**config.mk**
```make
export PLATFORM = sky130hd
export DESIGN_NAME = exec_unit
export DESIGN_NICKNAME = d
export VERILOG_FILES = /design/src/rtl/exec_pkg.sv /design/src/rtl/muldiv_iter.sv /design/src/rtl/exec_unit.sv
export SDC_FILE = /design/constraint.sdc
export NUM_CORES = 1
export LEC_CHECK = 0
export CAP_MARGIN = 40
export CORE_ASPECT_RATIO = 1.5
export CORE_UTILIZATION = 50
export DETAILED_ROUTE_END_ITERATION = 8
export GPL_ROUTABILITY_DRIVEN = 0
export PLACE_DENSITY = 0.69
export SYNTH_ARGS = -nofsm -noshare
export SYNTH_HDL_FRONTEND = slang
export SYNTH_HIERARCHICAL = 1
export SYNTH_SLANG_ARGS = --single-unit
```
**constraint.sdc**
```tcl
create_clock -name clk -period 5.3 [get_ports clk]
set_input_delay 1.06 -clock clk [delete_from_list [all_inputs] [get_ports clk]]
set_output_delay 1.06 -clock clk [all_outputs]
set_load 0.01 [all_outputs]
```
**src/rtl/exec_pkg.sv**
```systemverilog
// Shared definitions for the execute stage: operation codes, default
// widths and the encoding of the multiply/divide sequencing FSM.
package exec_pkg;

  localparam int DEF_WIDTH = 32;  // operand/result width
  localparam int DEF_AW    = 5;   // register address width
  localparam int ITER      = 32;  // multiply/divide steps (equals width)

  localparam logic [3:0] OP_ADD   = 4'd0;
  localparam logic [3:0] OP_SUB   = 4'd1;
  localparam logic [3:0] OP_AND   = 4'd2;
  localparam logic [3:0] OP_OR    = 4'd3;
  localparam logic [3:0] OP_XOR   = 4'd4;
  localparam logic [3:0] OP_NOR   = 4'd5;
  localparam logic [3:0] OP_SLT   = 4'd6;
  localparam logic [3:0] OP_SLTU  = 4'd7;
  localparam logic [3:0] OP_SLL   = 4'd8;
  localparam logic [3:0] OP_SRL   = 4'd9;
  localparam logic [3:0] OP_SRA   = 4'd10;
  localparam logic [3:0] OP_MULTU = 4'd11;
  localparam logic [3:0] OP_DIVU  = 4'd12;
  localparam logic [3:0] OP_MFHI  = 4'd13;
  localparam logic [3:0] OP_MFLO  = 4'd14;
  localparam logic [3:0] OP_RSVD  = 4'd15;

  typedef enum logic {
    ST_IDLE = 1'b0,
    ST_ITER = 1'b1
  } state_e;

  function automatic logic is_muldiv(input logic [3:0] op);
    return (op == OP_MULTU) || (op == OP_DIVU);
  endfunction

endpackage

```
**src/rtl/muldiv_iter.sv**
```systemverilog
// Iterative unsigned multiply (shift-add) / divide (restoring), one
// radix-2 step per cycle.
//   start_i  : load operands and clear the step counter
//   is_div_i : 1 = divide (a_i / b_i), 0 = multiply (a_i * b_i)
//   step_i   : perform one step this cycle
//   done_o   : this step is the last one; hi_o/lo_o hold the final result
//   hi_o/lo_o: accumulator value after the current step (HI:LO)
module muldiv_iter
  import exec_pkg::*;
#(
  parameter int WIDTH = DEF_WIDTH
) (
  input  logic             clk,
  input  logic             rst_n,
  input  logic             start_i,
  input  logic             is_div_i,
  input  logic [WIDTH-1:0] a_i,
  input  logic [WIDTH-1:0] b_i,
  input  logic             step_i,
  output logic             done_o,
  output logic [WIDTH-1:0] hi_o,
  output logic [WIDTH-1:0] lo_o
);

  localparam int CW = $clog2(WIDTH);

  // Multiply: acc = {partial product, remaining multiplier bits}.
  // Divide:   acc = {partial remainder, dividend/quotient bits}.
  logic [2*WIDTH-1:0] acc_q, acc_d;
  logic [WIDTH-1:0]   opnd_q;      // multiplicand or divisor
  logic               is_div_q;
  logic               dbz_q;       // divide by zero: result preloaded, steps frozen
  logic [CW-1:0]      cnt_q, cnt_d;

  logic [WIDTH:0]     mul_sum;
  logic [2*WIDTH-1:0] mul_next;
  logic [WIDTH:0]     div_rem;
  logic [WIDTH:0]     div_diff;
  logic [2*WIDTH-1:0] div_next;

  always_comb begin
    mul_sum  = {1'b0, acc_q[2*WIDTH-1:WIDTH]} + (acc_q[0] ? {1'b0, opnd_q} : '0);
    mul_next = {mul_sum, acc_q[WIDTH-1:1]};

    // Shifted remainder needs one extra bit; diff[WIDTH] is the borrow.
    div_rem  = acc_q[2*WIDTH-1:WIDTH-1];
    div_diff = div_rem - {1'b0, opnd_q};
    div_next = div_diff[WIDTH] ? {div_rem[WIDTH-1:0], acc_q[WIDTH-2:0], 1'b0}
                               : {div_diff[WIDTH-1:0], acc_q[WIDTH-2:0], 1'b1};
  end

  always_comb begin
    // NOTE: every output of this block gets a default first, so no path
    // leaves a value unassigned and no latch is inferred.
    acc_d  = acc_q;
    cnt_d  = cnt_q;
    done_o = 1'b0;
    if (start_i) begin
      cnt_d = '0;
      if (is_div_i && (b_i == '0)) begin
        acc_d = {a_i, {WIDTH{1'b1}}};   // HI = dividend, LO = all ones
      end else if (is_div_i) begin
        acc_d = {{WIDTH{1'b0}}, a_i};
      end else begin
        acc_d = {{WIDTH{1'b0}}, b_i};
      end
    end else if (step_i) begin
      cnt_d  = cnt_q + 1'b1;
      done_o = (cnt_q == CW'(WIDTH - 1));
      if (!dbz_q) begin
        acc_d = is_div_q ? div_next : mul_next;
      end
    end
  end

  assign hi_o = acc_d[2*WIDTH-1:WIDTH];
  assign lo_o = acc_d[WIDTH-1:0];

  // NOTE: state registers use non-blocking assignments so every flop
  // samples the pre-edge value of the others.
  always_ff @(posedge clk or negedge rst_n) begin
    if (!rst_n) begin
      acc_q    <= '0;
      opnd_q   <= '0;
      is_div_q <= 1'b0;
      dbz_q    <= 1'b0;
      cnt_q    <= '0;
    end else begin
      acc_q <= acc_d;
      cnt_q <= cnt_d;
      if (start_i) begin
        opnd_q   <= is_div_i ? b_i : a_i;
        is_div_q <= is_div_i;
        dbz_q    <= is_div_i && (b_i == '0);
      end
    end
  end

endmodule

```
**src/rtl/exec_unit.sv**
```systemverilog
// Execute stage: ALU/shifter, iterative multiply/divide with HI/LO, and
// registered write-back toward the register bank.
//   clk, rst_n              : clock, async active-low reset
//   in_valid / in_ready     : operation handshake (ready only in IDLE)
//   op, op_a, op_b, shamt,rd: operation code, operands, shift, destination
//   wr_ena, wr_dir, wr_data : bank write port (one-cycle enable pulse)
//   busy                    : multiply/divide in progress
module exec_unit
  import exec_pkg::*;
#(
  parameter int WIDTH = DEF_WIDTH,
  parameter int AW    = DEF_AW
) (
  input  logic             clk,
  input  logic             rst_n,
  input  logic             in_valid,
  output logic             in_ready,
  input  logic [3:0]       op,
  input  logic [WIDTH-1:0] op_a,
  input  logic [WIDTH-1:0] op_b,
  input  logic [4:0]       shamt,
  input  logic [AW-1:0]    rd,
  output logic             wr_ena,
  output logic [AW-1:0]    wr_dir,
  output logic [WIDTH-1:0] wr_data,
  output logic             busy
);

  state_e           state_q, state_d;
  logic [WIDTH-1:0] hi_q, hi_d, lo_q, lo_d;
  logic             wr_ena_q, wr_ena_d;
  logic [AW-1:0]    wr_dir_q, wr_dir_d;
  logic [WIDTH-1:0] wr_data_q, wr_data_d;
  logic [WIDTH-1:0] alu_res;
  logic             accept;
  logic             md_start, md_done;
  logic [WIDTH-1:0] md_hi, md_lo;

  assign in_ready = (state_q == ST_IDLE);
  assign busy     = (state_q == ST_ITER);
  assign accept   = in_valid && in_ready;

  always_comb begin
    alu_res = '0;
    case (op)
      OP_ADD:  alu_res = op_a + op_b;
      OP_SUB:  alu_res = op_a - op_b;
      OP_AND:  alu_res = op_a & op_b;
      OP_OR:   alu_res = op_a | op_b;
      OP_XOR:  alu_res = op_a ^ op_b;
      OP_NOR:  alu_res = ~(op_a | op_b);
      OP_SLT:  alu_res = {{(WIDTH-1){1'b0}}, ($signed(op_a) < $signed(op_b))};
      OP_SLTU: alu_res = {{(WIDTH-1){1'b0}}, (op_a < op_b)};
      OP_SLL:  alu_res = op_b << shamt;
      OP_SRL:  alu_res = op_b >> shamt;
      OP_SRA:  alu_res = $unsigned($signed(op_b) >>> shamt);
      OP_MFHI: alu_res = hi_q;
      OP_MFLO: alu_res = lo_q;
      default: alu_res = '0;
    endcase
  end

  always_comb begin
    state_d   = state_q;
    hi_d      = hi_q;
    lo_d      = lo_q;
    wr_ena_d  = 1'b0;
    wr_dir_d  = wr_dir_q;
    wr_data_d = wr_data_q;
    md_start  = 1'b0;
    case (state_q)
      ST_IDLE: begin
        if (accept) begin
          if (is_muldiv(op)) begin
            md_start = 1'b1;
            state_d  = ST_ITER;
          end else if (op != OP_RSVD) begin
            // Data and address always update; only the strobe is masked for r0.
            wr_data_d = alu_res;
            wr_dir_d  = rd;
            wr_ena_d  = (rd != '0);
          end
        end
      end
      ST_ITER: begin
        if (md_done) begin
          hi_d    = md_hi;
          lo_d    = md_lo;
          state_d = ST_IDLE;
        end
      end
      default: state_d = ST_IDLE;
    endcase
  end

  muldiv_iter #(.WIDTH(WIDTH)) u_muldiv (
    .clk      (clk),
    .rst_n    (rst_n),
    .start_i  (md_start),
    .is_div_i (op == OP_DIVU),
    .a_i      (op_a),
    .b_i      (op_b),
    .step_i   (state_q == ST_ITER),
    .done_o   (md_done),
    .hi_o     (md_hi),
    .lo_o     (md_lo)
  );

  always_ff @(posedge clk or negedge rst_n) begin
    if (!rst_n) begin
      state_q   <= ST_IDLE;
      hi_q      <= '0;
      lo_q      <= '0;
      wr_ena_q  <= 1'b0;
      wr_dir_q  <= '0;
      wr_data_q <= '0;
    end else begin
      state_q   <= state_d;
      hi_q      <= hi_d;
      lo_q      <= lo_d;
      wr_ena_q  <= wr_ena_d;
      wr_dir_q  <= wr_dir_d;
      wr_data_q <= wr_data_d;
    end
  end

  assign wr_ena  = wr_ena_q;
  assign wr_dir  = wr_dir_q;
  assign wr_data = wr_data_q;

endmodule
```
# == Word-level counts from Yosys, hierarchy flattened ==
# Index checks and enable logic that the tools add are counted.
# classes
add_sub_neg,5
multipliers,0
div_mod_pow,0
magnitude_cmp,2
eq_ne,16
shifts,3
muxes,23
bitwise_logic,6
n_reduce_logical,9
# ops
op,n
$pmux 32 s13,1
$mux 64,6
$mux 32,3
$lt 32x32->1,2
$add 32x33->33,1
$sub 33x32->33,1
$add 32x32->32,1
$and 32x32->32,1
$logic_not 32->1,1
$not 32->32,1
$or 32x32->32,1
$shl 32x5->32,1
$shr 32x5->32,1
$sshr 32x5->32,1
$sub 32x32->32,1
$xor 32x32->32,1
$eq 4x4->1 const B,7
$eq 4x3->1 const B,4
$mux 1,10
$mux 5,2
$eq 4x2->1 const B,2
$add 5x1->5 const B,1
$eq 5x5->1 const B,1
$reduce_bool 5->1,1
other kinds (10),12
# totals
register_bits,206
latch_bits,0
mem_bits_rw,0
rom_bits,0
in_bits,81
out_inout_bits,40
word_cells,75
memories,0

# == Longest topological paths before layout ==
# depth
word_depth,8
ltp_mapped,16
depth_no_buf,13

# == Hierarchy ==
# The synthesis kept the hierarchy.
# modules_own_cells
module,instances,cells_per_inst,area_each_um2,seq_area_each_um2
exec_unit,1,1635,13142.6,2577.5
muldiv_iter,1,1245,9957.0,2577.5

# == Worst setup path before layout ==
# OpenSTA, ideal clock, no wires.
# synth_path
kind,input-to-reg
from,input op[1]
to,register hi_q[0]
setup_time_ps,125
t_arrival_ps,3759
t_required_ps,5175
path_slack_ps,1416
stages,11
path_buffers,6
path_cell_list,buf_2 nor3b_1 o211a_1 clkbuf_1 clkbuf_1 buf_1 clkbuf_1 nor2_1 nand2_1 clkbuf_1 mux2_2
# synth_between
elab_chain_len,7
word_cells_on_any_way,11
cone_classes,eq/ne (2); mux (6); reduce/logical (3)
# synth_rtl
element,line_no,source
start: declaration,exec_unit.sv:18,"input logic [3:0] op,"
$eq 4x4->1,exec_pkg.sv:32,return (op == OP_MULTU) || (op == OP_DIVU);
$logic_or 1x1->1 *,exec_pkg.sv:32,
$mux 1 *,exec_unit.sv:74,if (is_muldiv(op)) begin
$mux 1 *,exec_unit.sv:73,if (accept) begin
$mux 1 *,exec_unit.sv:71,case (state_q)
net md_start,exec_unit.sv:36,"logic md_start, md_done;"
$mux 1 *,muldiv_iter.sv:58,if (start_i) begin
net md_done,exec_unit.sv:36,
$reduce_and 2->1 (no line) *,-,
end signal: assignment,exec_unit.sv:119,hi_q <= hi_d;
end: declaration,exec_unit.sv:30,"logic [WIDTH-1:0] hi_q, hi_d, lo_q, lo_d;"
# The timed path passes the listed nets; every way through them passes the cells marked *.
# A chain may end at the register's enable or synchronous reset.

# == Worst setup path after layout ==
# layout_path
from,register u_muldiv.acc_q[31]
to,register hi_q[25]
# layout_between
elab_chain_len,6
# layout_rtl
element,line_no,source
start: declaration,muldiv_iter.sv:29,"logic [2*WIDTH-1:0] acc_q, acc_d;"
start signal: assignment,muldiv_iter.sv:83,acc_q <= '0;
start signal: assignment,muldiv_iter.sv:89,acc_q <= acc_d;
$sub 33x32->33,muldiv_iter.sv:47,"div_diff = div_rem - {1'b0, opnd_q};"
$mux 64,muldiv_iter.sv:48,"div_next = div_diff[WIDTH] ? {div_rem[WIDTH-1:0], acc_q[WIDTH-2:0], 1'b0}"
$mux 64,muldiv_iter.sv:71,acc_d = is_div_q ? div_next : mul_next;
$mux 64,muldiv_iter.sv:70,if (!dbz_q) begin
$mux 64,muldiv_iter.sv:67,end else if (step_i) begin
$mux 64,muldiv_iter.sv:58,
net md_hi[25],exec_unit.sv:37,"logic [WIDTH-1:0] md_hi, md_lo;"
# The timed path passes the listed nets, and every way through them passes these cells.

==> flow_summary.json <==
{
  "synth.avg_cell_area_sq_um": 8.02,
  "die-area_sq_mm": 0.0471,
  "dp_hpwl_mm": 70.1,
  "die_w_um": 177,
  "hold_path_end": "wr_dir[3]$_DFFE_PN0P_",
  "p_clk_frac": 0.119,
  "io_pins": 121,
  "whs_path_depth": 2,
  "rsz0062_at_grt": "no",
  "fp.coreArea_sq_mm": 0.0456,
  "combPwrFrac": 0.646,
  "die_h_um": 265,
  "cts_tree": "done",
  "async_reset_ff_frac": 1.00,
  "via_count": 24504,
  "start_kind": "flop",
  "cts_root_buf": "clkbuf_16",
  "syn_area_sq_mm": 0.0231,
  "swShare": 0.491,
  "synth-seq-area-share": 0.223,
  "area_delta_synth_final_pct": 11.8,
  "synth_flop_cell": "dfrtp_1",
  "ys_seq_elements": 206,
  "hold_violations": 0,
  "cts_buffer_depth": 3,
  "fp-row-count": 96,
  "hold_start": "wr_dir[3]$_DFFE_PN0P_",
  "ant_nets": 0,
  "cts_setup_buffers": 0,
  "p_sw_mw": 6.30,
  "period_share": 0.871,
  "timing_worst_setup_path_type": "reg -> reg",
  "power_frac_seq": 0.235,
  "clk_latency_ns": 0.53,
  "clk_pin_slew_ns": 0.07,
  "worstRegToRegCells": 13,
  "antenna_found_initial": 6,
  "finalClockSkew_ns": 0.0169,
  "critPathRequiredTime_ns": 5.71,
  "yosys_warnings": 6,
  "start_util": 0.506,
  "r2r-end": "hi_q[25]$_DFFE_PN0P_",
  "post-route-drc-count": 0,
  "grt_pass1_vias": 23541,
  "cts_buffers": 21,
  "synth_edf_count": 0,
  "grt_max_degree": 121,
  "instances_no_fill": 3540,
  "powerDensity_mw_per_mm2": 496,
  "grtUsageTotal": 0.390,
  "hold_ws_ns": 0.481,
  "cts_resized": 0,
  "syn_nets": 3134,
  "slew_headroom": 0.317,
  "fillers": 4160,
  "fmax_mhz": 217,
  "fin_total_pwr_mw": 12.8,
  "period_needed_ns": 4.61,
  "yosys.cell_types.count": 96,
  "drive_above_1_share": 0.121,
  "ir_drop_mv": 0.463,
  "internal_power_mw": 6.52,
  "grt_pass1_wl_mm": 140,
  "io_buffers": 120,
  "p_leak_nw": 11.1,
  "reg2reg_from": "u_muldiv/acc_q[31]$_DFF_PN0_",
  "min_path_type": "reg -> reg",
  "stdcell_area_sq_mm": 0.0258,
  "slew_violations": 0,
  "fin_nets": 3190,
  "setup_slack_ns": 0.686,
  "status": "complete, no violations",
  "viasPerCell": 6.92,
  "cap_violations": 0,
  "drt-initial-drc-count": 2703,
  "wl_mm": 93.2,
  "cts_htree_levels": 1,
  "syn_inst": 2880,
  "end_kind": "flop",
  "place_ws_ns": 0.614,
  "setup_viol": 0,
  "cts_hold_buf": 0,
  "tns_ns": 0,
  "dp.cells": 3500,
  "wl_per_cell_um": 26.3,
  "utilization": 0.566,
  "r2r_slack_ns": 0.69,
  "arrival_ns": 5.02,
  "cts_sinks": 206,
  "tightest_slew_ns": 1.02,
  "grt_remaining_overflow": 0,
  "cp_max_fo": 15,
  "firstDrtPassIters": 9,
  "placed_area_sq_mm": 0.0251
}
[per-layer routing]
layer | part of all wire | up-vias | routed length [um] | global-route usage
met5 | 0.00030 | - | 28 | 0
met4 | 0.095 | 4 | 8830 | 0.312
met3 | 0.096 | 541 | 8940 | 0.0745
met2 | 0.46 | 1602 | 42800 | 0.631
met1 | 0.35 | 11608 | 32600 | 0.448
li1 | - | 10749 | - | -
[power by group through the flow]
stage	combinational, mW	sequential (mW)	clock (mW)
detailed placement	7.99	2.99	0
global placement	7.79	2.96	0
global route	8.95	3.07	1.59
floorplan	5.85	2.74	0
finish	8.28	3.01	1.53
CTS	8.05	2.97	1.54
[cells by family (layout without fill, tap and decap cells)]
logic type | Yosys count | in the layout | share of synthesized area
AO/OA/AOI/OAI | 962 | 962 | 0.275
AND/OR/NAND/NOR | 835 | 835 | 0.167
buffers and inverters | 356 | 424 | 0.0635
multiplexers | 288 | 288 | 0.154
flip-flops | 206 | 206 | 0.223
adder cells (fa/ha/maj) | 173 | 173 | 0.0950
XOR/XNOR | 60 | 60 | 0.0227
other | 0 | 4 | 0
[sequential cells by signal, indices dropped and copies added, names as in the netlist]
| register | flops |
|---|---|
| u_muldiv/cnt_q | 5 |
| busy | 1 |
| wr_ena | 1 |
| wr_dir | 5 |
| hi_q | 32 |
| wr_data | 32 |
| lo_q | 32 |
| u_muldiv/opnd_q | 32 |
| u_muldiv/is_div_q | 1 |
| u_muldiv/dbz_q | 1 |
| u_muldiv/acc_q | 64 |
[critical path: stages (launching register included)]
cell,delay [ns]
dfrtp_1,0.54
inv_1,0.09
ha_1,0.23
fa_1,0.39
nor2b_1,0.23
o31a_1,0.27
o21ai_0,0.27
o32a_1,0.52
o2111ai_1,0.31
nand2_1,0.61
nand2_1,0.24
a211oi_1,0.09
or3_1,0.41
mux2_2,0.29
[layout by cell type, fill, tap and decap left out, drive strengths merged, types with 18 or more instances in the layout]
master / netlist / final
a211oi: 28 / 28
a21o: 46 / 46
a21oi: 288 / 288
a221o: 22 / 22
a221oi: 38 / 38
a22oi: 39 / 39
a31oi: 31 / 31
and2: 47 / 47
buf: 70 / 120
clkbuf: 132 / 25
clkdlybuf4s50: 0 / 115
dfrtp: 206 / 206
ha: 169 / 169
inv: 151 / 154
mux2: 111 / 111
mux2i: 135 / 135
mux4: 42 / 42
nand2: 221 / 221
nand2b: 19 / 19
nand3: 60 / 60
nand4: 26 / 26
nor2: 298 / 298
nor2b: 28 / 28
nor3: 47 / 47
nor4: 21 / 21
o211ai: 28 / 28
o21a: 21 / 21
o21ai: 213 / 213
o21bai: 21 / 21
o221ai: 18 / 18
o31ai: 20 / 20
or3: 18 / 18
xnor2: 36 / 36
xor2: 24 / 24
[how the worst max path moves through the flow]
stage	start	endpoint	cells after the start
2_1_floorplan	op[1]	hi_q[0]$_DFFE_PN0P_	11
3_3_place_gp	op[2]	wr_data[24]$_DFFE_PN0P_	10
3_5_place_dp	op[2]	wr_data[24]$_DFFE_PN0P_	10
4_1_cts	u_muldiv/acc_q[31]$_DFF_PN0_	hi_q[25]$_DFFE_PN0P_	13
5_1_grt	u_muldiv/acc_q[31]$_DFF_PN0_	hi_q[30]$_DFFE_PN0P_	13
6_report	u_muldiv/acc_q[31]$_DFF_PN0_	hi_q[25]$_DFFE_PN0P_	13
[cell usage after synthesis (19+ instances only)]
library cell,n,share of area
a211oi_1,26,0.0084
a21o_1,45,0.015
a21oi_1,287,0.062
a221o_1,22,0.0095
a221oi_1,37,0.014
a22oi_1,37,0.012
a31oi_1,30,0.0081
and2_1,44,0.012
buf_1,22,0.0036
buf_2,34,0.0074
clkbuf_1,131,0.021
dfrtp_1,206,0.22
ha_1,169,0.092
inv_1,150,0.024
mux2_2,111,0.054
mux2i_1,135,0.058
mux4_2,42,0.041
nand2_1,221,0.036
nand2b_1,19,0.0051
nand3_1,60,0.013
nand4_1,26,0.0070
nor2_1,298,0.048
nor2b_1,28,0.0076
nor3_1,47,0.010
nor4_1,20,0.0054
o211ai_1,28,0.0091
o21a_1,20,0.0065
o21ai_0,208,0.045
o21bai_1,21,0.0068
o31ai_1,19,0.0062
xnor2_1,36,0.014
xor2_1,24,0.0091
[area by class of cell]
class	count	area, sq um	area share
Clock buffer	25	571	0.0221
Timing Repair Buffer	235	2130	0.0825
Antenna cell	4	10.0	0.000388
Inverter	154	578	0.0224
Sequential cell	206	5160	0.200
Multi-Input combinational cell	2318	16500	0.641
Clock inverter	10	101	0.00392
Tap cell	588	736	0.0285
Note: power is estimated with default switching activity, not from simulation.
